[config.mk]
export PLATFORM = sky130hd
export DESIGN_NAME = spike_frame_serializer
export DESIGN_NICKNAME = d
export VERILOG_FILES = /design/src/rtl/spike_readout_pkg.sv /design/src/rtl/spike_popcount.sv /design/src/rtl/spike_frame_serializer.sv
export SDC_FILE = /design/constraint.sdc
export NUM_CORES = 1
export LEC_CHECK = 0
export BUFFER_PORTS_ARGS = -buffer_cell sky130_fd_sc_hd__buf_2
export CAP_MARGIN = 25
export CORE_AREA = 2 2 244 246
export DETAILED_ROUTE_END_ITERATION = 8
export DIE_AREA = 0 0 246 248
export GPL_ROUTABILITY_DRIVEN = 0
export HOLD_SLACK_MARGIN = 0.06
export MAX_ROUTING_LAYER = met4
export PLACE_DENSITY = 0.6
export REMOVE_ABC_BUFFERS = 1
export SYNTH_ARGS = -nofsm -noshare
export SYNTH_HDL_FRONTEND = slang
export SYNTH_HIERARCHICAL = 1
export SYNTH_SLANG_ARGS = --single-unit
[constraint.sdc]
create_clock -name clk -period 18.3 [get_ports clk]
set_input_delay 3.66 -clock clk [delete_from_list [all_inputs] [get_ports clk]]
set_output_delay 3.66 -clock clk [all_outputs]
set_load 0.02 [all_outputs]
[src/rtl/spike_readout_pkg.sv]
// Shared types and sizing helpers for the spike frame readout path.
package spike_readout_pkg;

  function automatic int unsigned nwords(input int unsigned spike_w,
                                         input int unsigned word_w);
    return (spike_w + word_w - 1) / word_w;
  endfunction

  localparam int unsigned SPIKE_W_DEF = 250;
  localparam int unsigned WORD_W_DEF  = 32;
  localparam int unsigned NWORDS_DEF  = nwords(SPIKE_W_DEF, WORD_W_DEF);
  localparam int unsigned IDX_W_DEF   = $clog2(NWORDS_DEF);

  typedef enum logic {
    IDLE,
    SEND
  } state_t;

endpackage

[src/rtl/spike_popcount.sv]
// Combinational population count of a spike vector.
module spike_popcount #(
  parameter  int unsigned SPIKE_W = 250,
  localparam int unsigned CNT_W   = $clog2(SPIKE_W + 1)
) (
  input  logic [SPIKE_W-1:0] bits,
  output logic [CNT_W-1:0]   count
);

  always_comb begin
    count = '0;
    for (int unsigned i = 0; i < SPIKE_W; i++) begin
      count = count + CNT_W'(bits[i]);
    end
  end

endmodule

[src/rtl/spike_frame_serializer.sv]
// Captures a spike vector per tick and streams it out as WORD_W-bit words with a
// one-frame pending buffer. Optional per-frame popcount under SPIKE_FRAME_POPCOUNT_EN.
module spike_frame_serializer
  import spike_readout_pkg::*;
#(
  parameter  int unsigned SPIKE_W = 250,
  parameter  int unsigned WORD_W  = 32,
  parameter  int unsigned CNT_W   = 16,
  localparam int unsigned NWORDS  = nwords(SPIKE_W, WORD_W),
  localparam int unsigned IDX_W   = (NWORDS > 1) ? $clog2(NWORDS) : 1,
  localparam int unsigned FRAME_W = NWORDS * WORD_W,
  localparam int unsigned PC_W    = $clog2(SPIKE_W + 1)
) (
  input  logic               clk,
  input  logic               reset,
  input  logic [SPIKE_W-1:0] spike_in,
  input  logic               spike_valid,
  output logic [WORD_W-1:0]  word_data,
  output logic               word_valid,
  input  logic               word_ready,
  output logic               word_last,
  output logic [IDX_W-1:0]   word_idx,
  output logic               frame_done,
  output logic               busy,
  output logic               overflow,
  input  logic               ovf_clear,
  output logic [CNT_W-1:0]   frame_count
`ifdef SPIKE_FRAME_POPCOUNT_EN
  ,
  output logic [PC_W-1:0]    spike_count
`endif
);

  localparam logic [IDX_W-1:0] LAST_IDX = IDX_W'(NWORDS - 1);

  state_t             state;
  logic [FRAME_W-1:0] shadow;
  logic [FRAME_W-1:0] pending;
  logic               pending_full;
  logic [IDX_W-1:0]   idx;

  // Frames are stored zero-padded to a whole number of words, so the
  // tail bits of the final word read as 0 with a plain slice.
  logic [FRAME_W-1:0] spike_pad;
  assign spike_pad = FRAME_W'(spike_in);

  logic accept, last_accept, load_shadow_in, load_from_pend, load_pend, drop;

  always_comb begin
    accept         = 1'b0;
    last_accept    = 1'b0;
    load_shadow_in = 1'b0;
    load_from_pend = 1'b0;
    load_pend      = 1'b0;
    drop           = 1'b0;
    if (state == SEND) begin
      accept      = word_ready;
      last_accept = word_ready && (idx == LAST_IDX);
      if (last_accept) begin
        load_from_pend = pending_full;
        load_shadow_in = !pending_full && spike_valid;
        load_pend      = pending_full && spike_valid;
      end else if (spike_valid) begin
        load_pend = !pending_full;
        drop      = pending_full;
      end
    end else begin
      load_shadow_in = spike_valid;
    end
  end

  always_ff @(posedge clk or posedge reset) begin
    if (reset) begin
      shadow  <= '0;
      pending <= '0;
    end else begin
      if (load_shadow_in)      shadow <= spike_pad;
      else if (load_from_pend) shadow <= pending;
      if (load_pend)           pending <= spike_pad;
    end
  end

  always_ff @(posedge clk or posedge reset) begin
    if (reset) begin
      state        <= IDLE;
      idx          <= '0;
      pending_full <= 1'b0;
      frame_done   <= 1'b0;
      frame_count  <= '0;
      overflow     <= 1'b0;
    end else begin
      frame_done <= 1'b0;
      case (state)
        IDLE: begin
          if (spike_valid) begin
            state <= SEND;
            idx   <= '0;
          end
        end
        SEND: begin
          if (accept) begin
            if (!last_accept) begin
              idx <= idx + IDX_W'(1);
            end else begin
              frame_done  <= 1'b1;
              frame_count <= frame_count + CNT_W'(1);
              idx         <= '0;
              if (!pending_full && !spike_valid) state <= IDLE;
            end
          end
        end
        default: state <= IDLE;
      endcase
      if (load_pend)           pending_full <= 1'b1;
      else if (load_from_pend) pending_full <= 1'b0;
      if (drop)                overflow <= 1'b1;
      else if (ovf_clear)      overflow <= 1'b0;
    end
  end

  assign word_valid = (state == SEND);
  assign word_idx   = idx;
  assign word_data  = shadow[idx*WORD_W +: WORD_W];
  assign word_last  = word_valid && (idx == LAST_IDX);
  assign busy       = (state == SEND) || pending_full;

`ifdef SPIKE_FRAME_POPCOUNT_EN
  logic [PC_W-1:0] in_count, shadow_count, pending_count;

  spike_popcount #(.SPIKE_W(SPIKE_W)) u_popcount (
    .bits  (spike_in),
    .count (in_count)
  );

  // Counts travel with their frame through the same load paths as the data.
  always_ff @(posedge clk or posedge reset) begin
    if (reset) begin
      shadow_count  <= '0;
      pending_count <= '0;
    end else begin
      if (load_shadow_in)      shadow_count <= in_count;
      else if (load_from_pend) shadow_count <= pending_count;
      if (load_pend)           pending_count <= in_count;
    end
  end

  assign spike_count = shadow_count;
`endif

endmodule
==> results.tsv <==
stage	metric	value	unit
run_status	result_of_the_run	finished, violations left	
run_status	failing_checks	design-rule violations	
cells_and_area	post_route_cells_drive_above_1_share	41.0	%
drt	viasPerCell	5.58	
floorplan	dieWidth	246	um
drt	via_count	15100	
yosys	ff_latch_count_synth	523	
cells_and_area	stdcell_count	2698	
drt	detail_route.wirelength	57.4	mm
grt	groute.usage.overall	19.0	%
clock_network	htree_num_levels	2	
critical_path	setup.worst_path.start_class	flop	
place	hpwlAfterDp	34.3	mm
yosys	synth_area_per_cell	14.6	um^2
floorplan	floorplan.rows	89	
floorplan	die_height	248	um
place	preCtsSetupSlack	11.12	ns
yosys	seq_area_frac_synth	56.4	%
yosys	synthesized_area_fraction_occupied_by_xor_and_xnor_cells	0.566	%
critical_path	cp_max_fo	30	
drt	count_of_nets_left_with_antenna_violations_after_detail_routing	0	
clock_network	cts_hold_repair.buffers	0	
cells_and_area	layout-area-overhead-vs-synth	17.0	%
timing	slew_viol_final	0	
cells_and_area	finish.net_count	2113	
drt	drtIter0Drc	2140	
yosys	post_synth_and_or_nand_nor_area_fraction	1.05	%
power	power.share.clock	25.6	%
power	seqPwrFrac	43.2	%
critical_path	kind_of_critical_path	reg2out	
critical_path	worst-r2r-setup-slack	13.21	ns
timing	maximum_clock_frequency	0.142	GHz
clock_network	clk_root_buf	clkbuf_16	
grt	grt_pass1_wl	89.2	mm
clock_network	resized_after_cts	0	
timing	clock-skew-final	0.0155	ns
clock_network	cts.path.max_buffers	3	
power	p_int	3250	uW
flow_run	max_cap_violations	0	
grt	grt_max_degree	113	
grt	grt_antenna_before_repair	19	
clock_network	clock_latency_of_the_later_clocked_register_in_the_worst_skew_pair	0.61	ns
yosys	combinational_family_with_the_most_area_after_synthesis	multiplexers	
yosys	synth_compound_area_share	11.3	%
cells_and_area	fillers	5175	
power	peakVddDrop	0.0979	mV
timing	timing.max_slew.rel_slack	29.7	%
floorplan	floorplan.core_area	0.0585	mm^2
drt	detail_route.wl_per_cell	21.3	um
timing	grt_setup_unrepaired	false	
power	total_switching_power	1410	uW
yosys	synth_cell_type_count	35	
clock_network	clk_pin_slew	0.07	ns
timing	final.period_utilization	38.5	%
floorplan	ios	311	
yosys	synth_fa_ha_area_share	0.162	%
timing	finalSetupViolations	0	
power	report.power.total	4650	uW
yosys	synthesis.yosys.warnings	6	
timing	tightest_slew	1.05	ns
clock_network	clock_tree_from_tritoncts	yes	
clock_network	cts_num_sinks	523	
timing	totalNegativeSetupSlack	0	ns
min_path	min-delay-path-class	reg2reg	
critical_path	critical_path_arrival	3.39	ns
power	leakage	0.0135	uW
clock_network	buffer_count_from_post_cts_setup_fixing	0	
power	power_density	171	mW/mm^2
power	combinational_share_of_power	31.1	%
yosys	synthesis.instances	1591	
grt	grt_overflow_total	0	
critical_path	timing.critical_path.required	14.64	ns
power	switching_share	30.2	%
place	placed_cells_incl_taps	2565	
critical_path	critical_path.endpoint_type	output port	
yosys	total_standard_cell_area_after_synthesis	0.0232	mm^2
drt	drc	7	
floorplan	die_area	0.0610	mm^2
clock_network	number_of_cts_inserted_buffers	57	
yosys	multiplexer_share_of_the_synthesized_area	22.4	%
floorplan	effective_utilization_at_floorplan	39.7	%
timing	hold_viol_final	0	
grt	grt_pass1_vias	15300	
timing	finalCriticalPeriod	7.05	ns
drt	dr.pass1.iters	9	
place	io_buffers	310	
timing	postLayoutSetupSlackWorst	11.26	ns
cell families (layout without fill, tap and decap cells):
| logic type | count (synthesis) | after routing |
|---|---|---|
| DFF | 523 | 523 |
| buffers and inverters | 388 | 699 |
| muxes | 342 | 342 |
| AOI/OAI and AO/OA | 270 | 270 |
| and+or+nand+nor | 50 | 50 |
| xor gates and xnor gates | 15 | 15 |
| adders and majority gates | 3 | 3 |
| other | 0 | 23 |
power groups by stage:
stage / logic, uW / clock network, uW / registers [uW]
2_1_floorplan: 1270 / 0 / 1940
3_3_place_gp: 1410 / 0 / 1990
3_5_place_dp: 1460 / 0 / 2010
4_1_cts: 1460 / 1230 / 2000
5_1_grt: 1580 / 1270 / 2070
6_report: 1450 / 1190 / 2010
sequential cells by signal, summed over array words and instances (netlist names):
| name | count |
|---|---|
| frame_count | 16 |
| frame_done | 1 |
| overflow | 1 |
| pending | 250 |
| pending_full | 1 |
| shadow | 250 |
| word_idx | 3 |
| word_valid | 1 |
layer usage:
metal | vias to the layer above | wire length, um | share of wire (%) | global-route usage (%)
met5 | - | 0 | 0 | -
met4 | 0 | 966 | 1.7 | 4.44
met3 | 88 | 3960 | 6.9 | 3.87
met2 | 465 | 27000 | 47 | 28.5
met1 | 7915 | 25500 | 44 | 26.5
li1 | 6593 | - | - | -
critical path, cell delays in order (launching register included):
cell     delay, ns
dfrtp_4       0.85
buf_4         0.54
buf_12        0.27
mux4_2        0.59
mux2_2        0.29
buf_2         0.18
path summary, 6_finish.rpt:
kind / from / end / cells past startpoint
worst max-delay path: word_idx[0]$_DFFE_PP0P_ / word_data[5] / 5
worst min-delay path: pending[191]$_DFFE_PP0P_ / shadow[191]$_DFFE_PP0P_ / 2
worst max register to register: word_idx[2]$_DFFE_PP0P_ / pending[244]$_DFFE_PP0P_ / 8
worst min register to register: pending[191]$_DFFE_PP0P_ / shadow[191]$_DFFE_PP0P_ / 2
max in group asynchronous: reset / pending[26]$_DFFE_PP0P_ / 6
min in group asynchronous: reset / pending[224]$_DFFE_PP0P_ / 2
synthesized netlist by cell type:
library cell / count / share of area [%]
buf_1: 1 / 0.016
o21ai_0: 1 / 0.022
mux2_2: 89 / 4.3
buf_4: 3 / 0.097
o21a_1: 1 / 0.032
a21o_1: 1 / 0.032
clkbuf_1: 23 / 0.37
nand3_1: 4 / 0.086
a32o_1: 1 / 0.043
buf_2: 59 / 1.3
xor2_1: 2 / 0.075
inv_1: 256 / 4.1
nand2_1: 12 / 0.19
and3_1: 3 / 0.081
nand4_1: 6 / 0.16
a21oi_1: 13 / 0.28
nor2_1: 16 / 0.26
nor3_1: 1 / 0.022
nor4_1: 1 / 0.027
dfrtp_1: 523 / 56
a222oi_1: 250 / 11
nor2b_1: 1 / 0.027
mux4_2: 58 / 5.6
a22o_1: 1 / 0.038
or2_2: 1 / 0.027
xnor2_1: 13 / 0.49
a21oi_2: 1 / 0.038
o21bai_1: 1 / 0.032
mux2_4: 189 / 12
nand3b_1: 1 / 0.032
mux2i_1: 6 / 0.26
and4_1: 2 / 0.075
buf_6: 46 / 2.2
ha_1: 3 / 0.16
and2_1: 2 / 0.054
metrics by stage:
stage	utilization [%]	hold WS [ns]	area, um^2
final	46.5	0.472	27200
after CTS	46.2	0.477	27000
after detailed placement	42.8	0.469	25000
after global routing	46.4	0.497	27200
after global placement	42.8	0.463	25000
after floorplan	-	0.454	22300
layout by cell type, fill, tap and decap left out, types with 4 or more instances in the layout:
cell        instances
nor2_1             16
nand2_1            12
inv_1             255
diode_2            23
mux2_4            189
clkbuf_1            9
buf_2             310
a222oi_1          250
clkbuf_8           13
mux4_2             58
xnor2_1            13
mux2i_1             6
buf_4              22
clkinvlp_4          4
nand3_1             4
bufinv_16           5
mux2_2             89
dfrtp_1           520
nand4_1             6
clkinv_2           10
a21oi_1            13
clkbuf_16          59
final cells by class:
cell class | count | area, um^2 | area share (%)
antenna | 23 | 57.6 | 0.212
inverter | 256 | 968 | 3.57
timing repair buffer | 337 | 1840 | 6.77
clock inverter | 25 | 285 | 1.05
clock buffer | 81 | 1690 | 6.22
sequential | 523 | 13100 | 48.2
tap | 773 | 967 | 3.56
multi-input combinational | 680 | 8260 | 30.4
No activity file was read; power rests on OpenSTA's default activity.
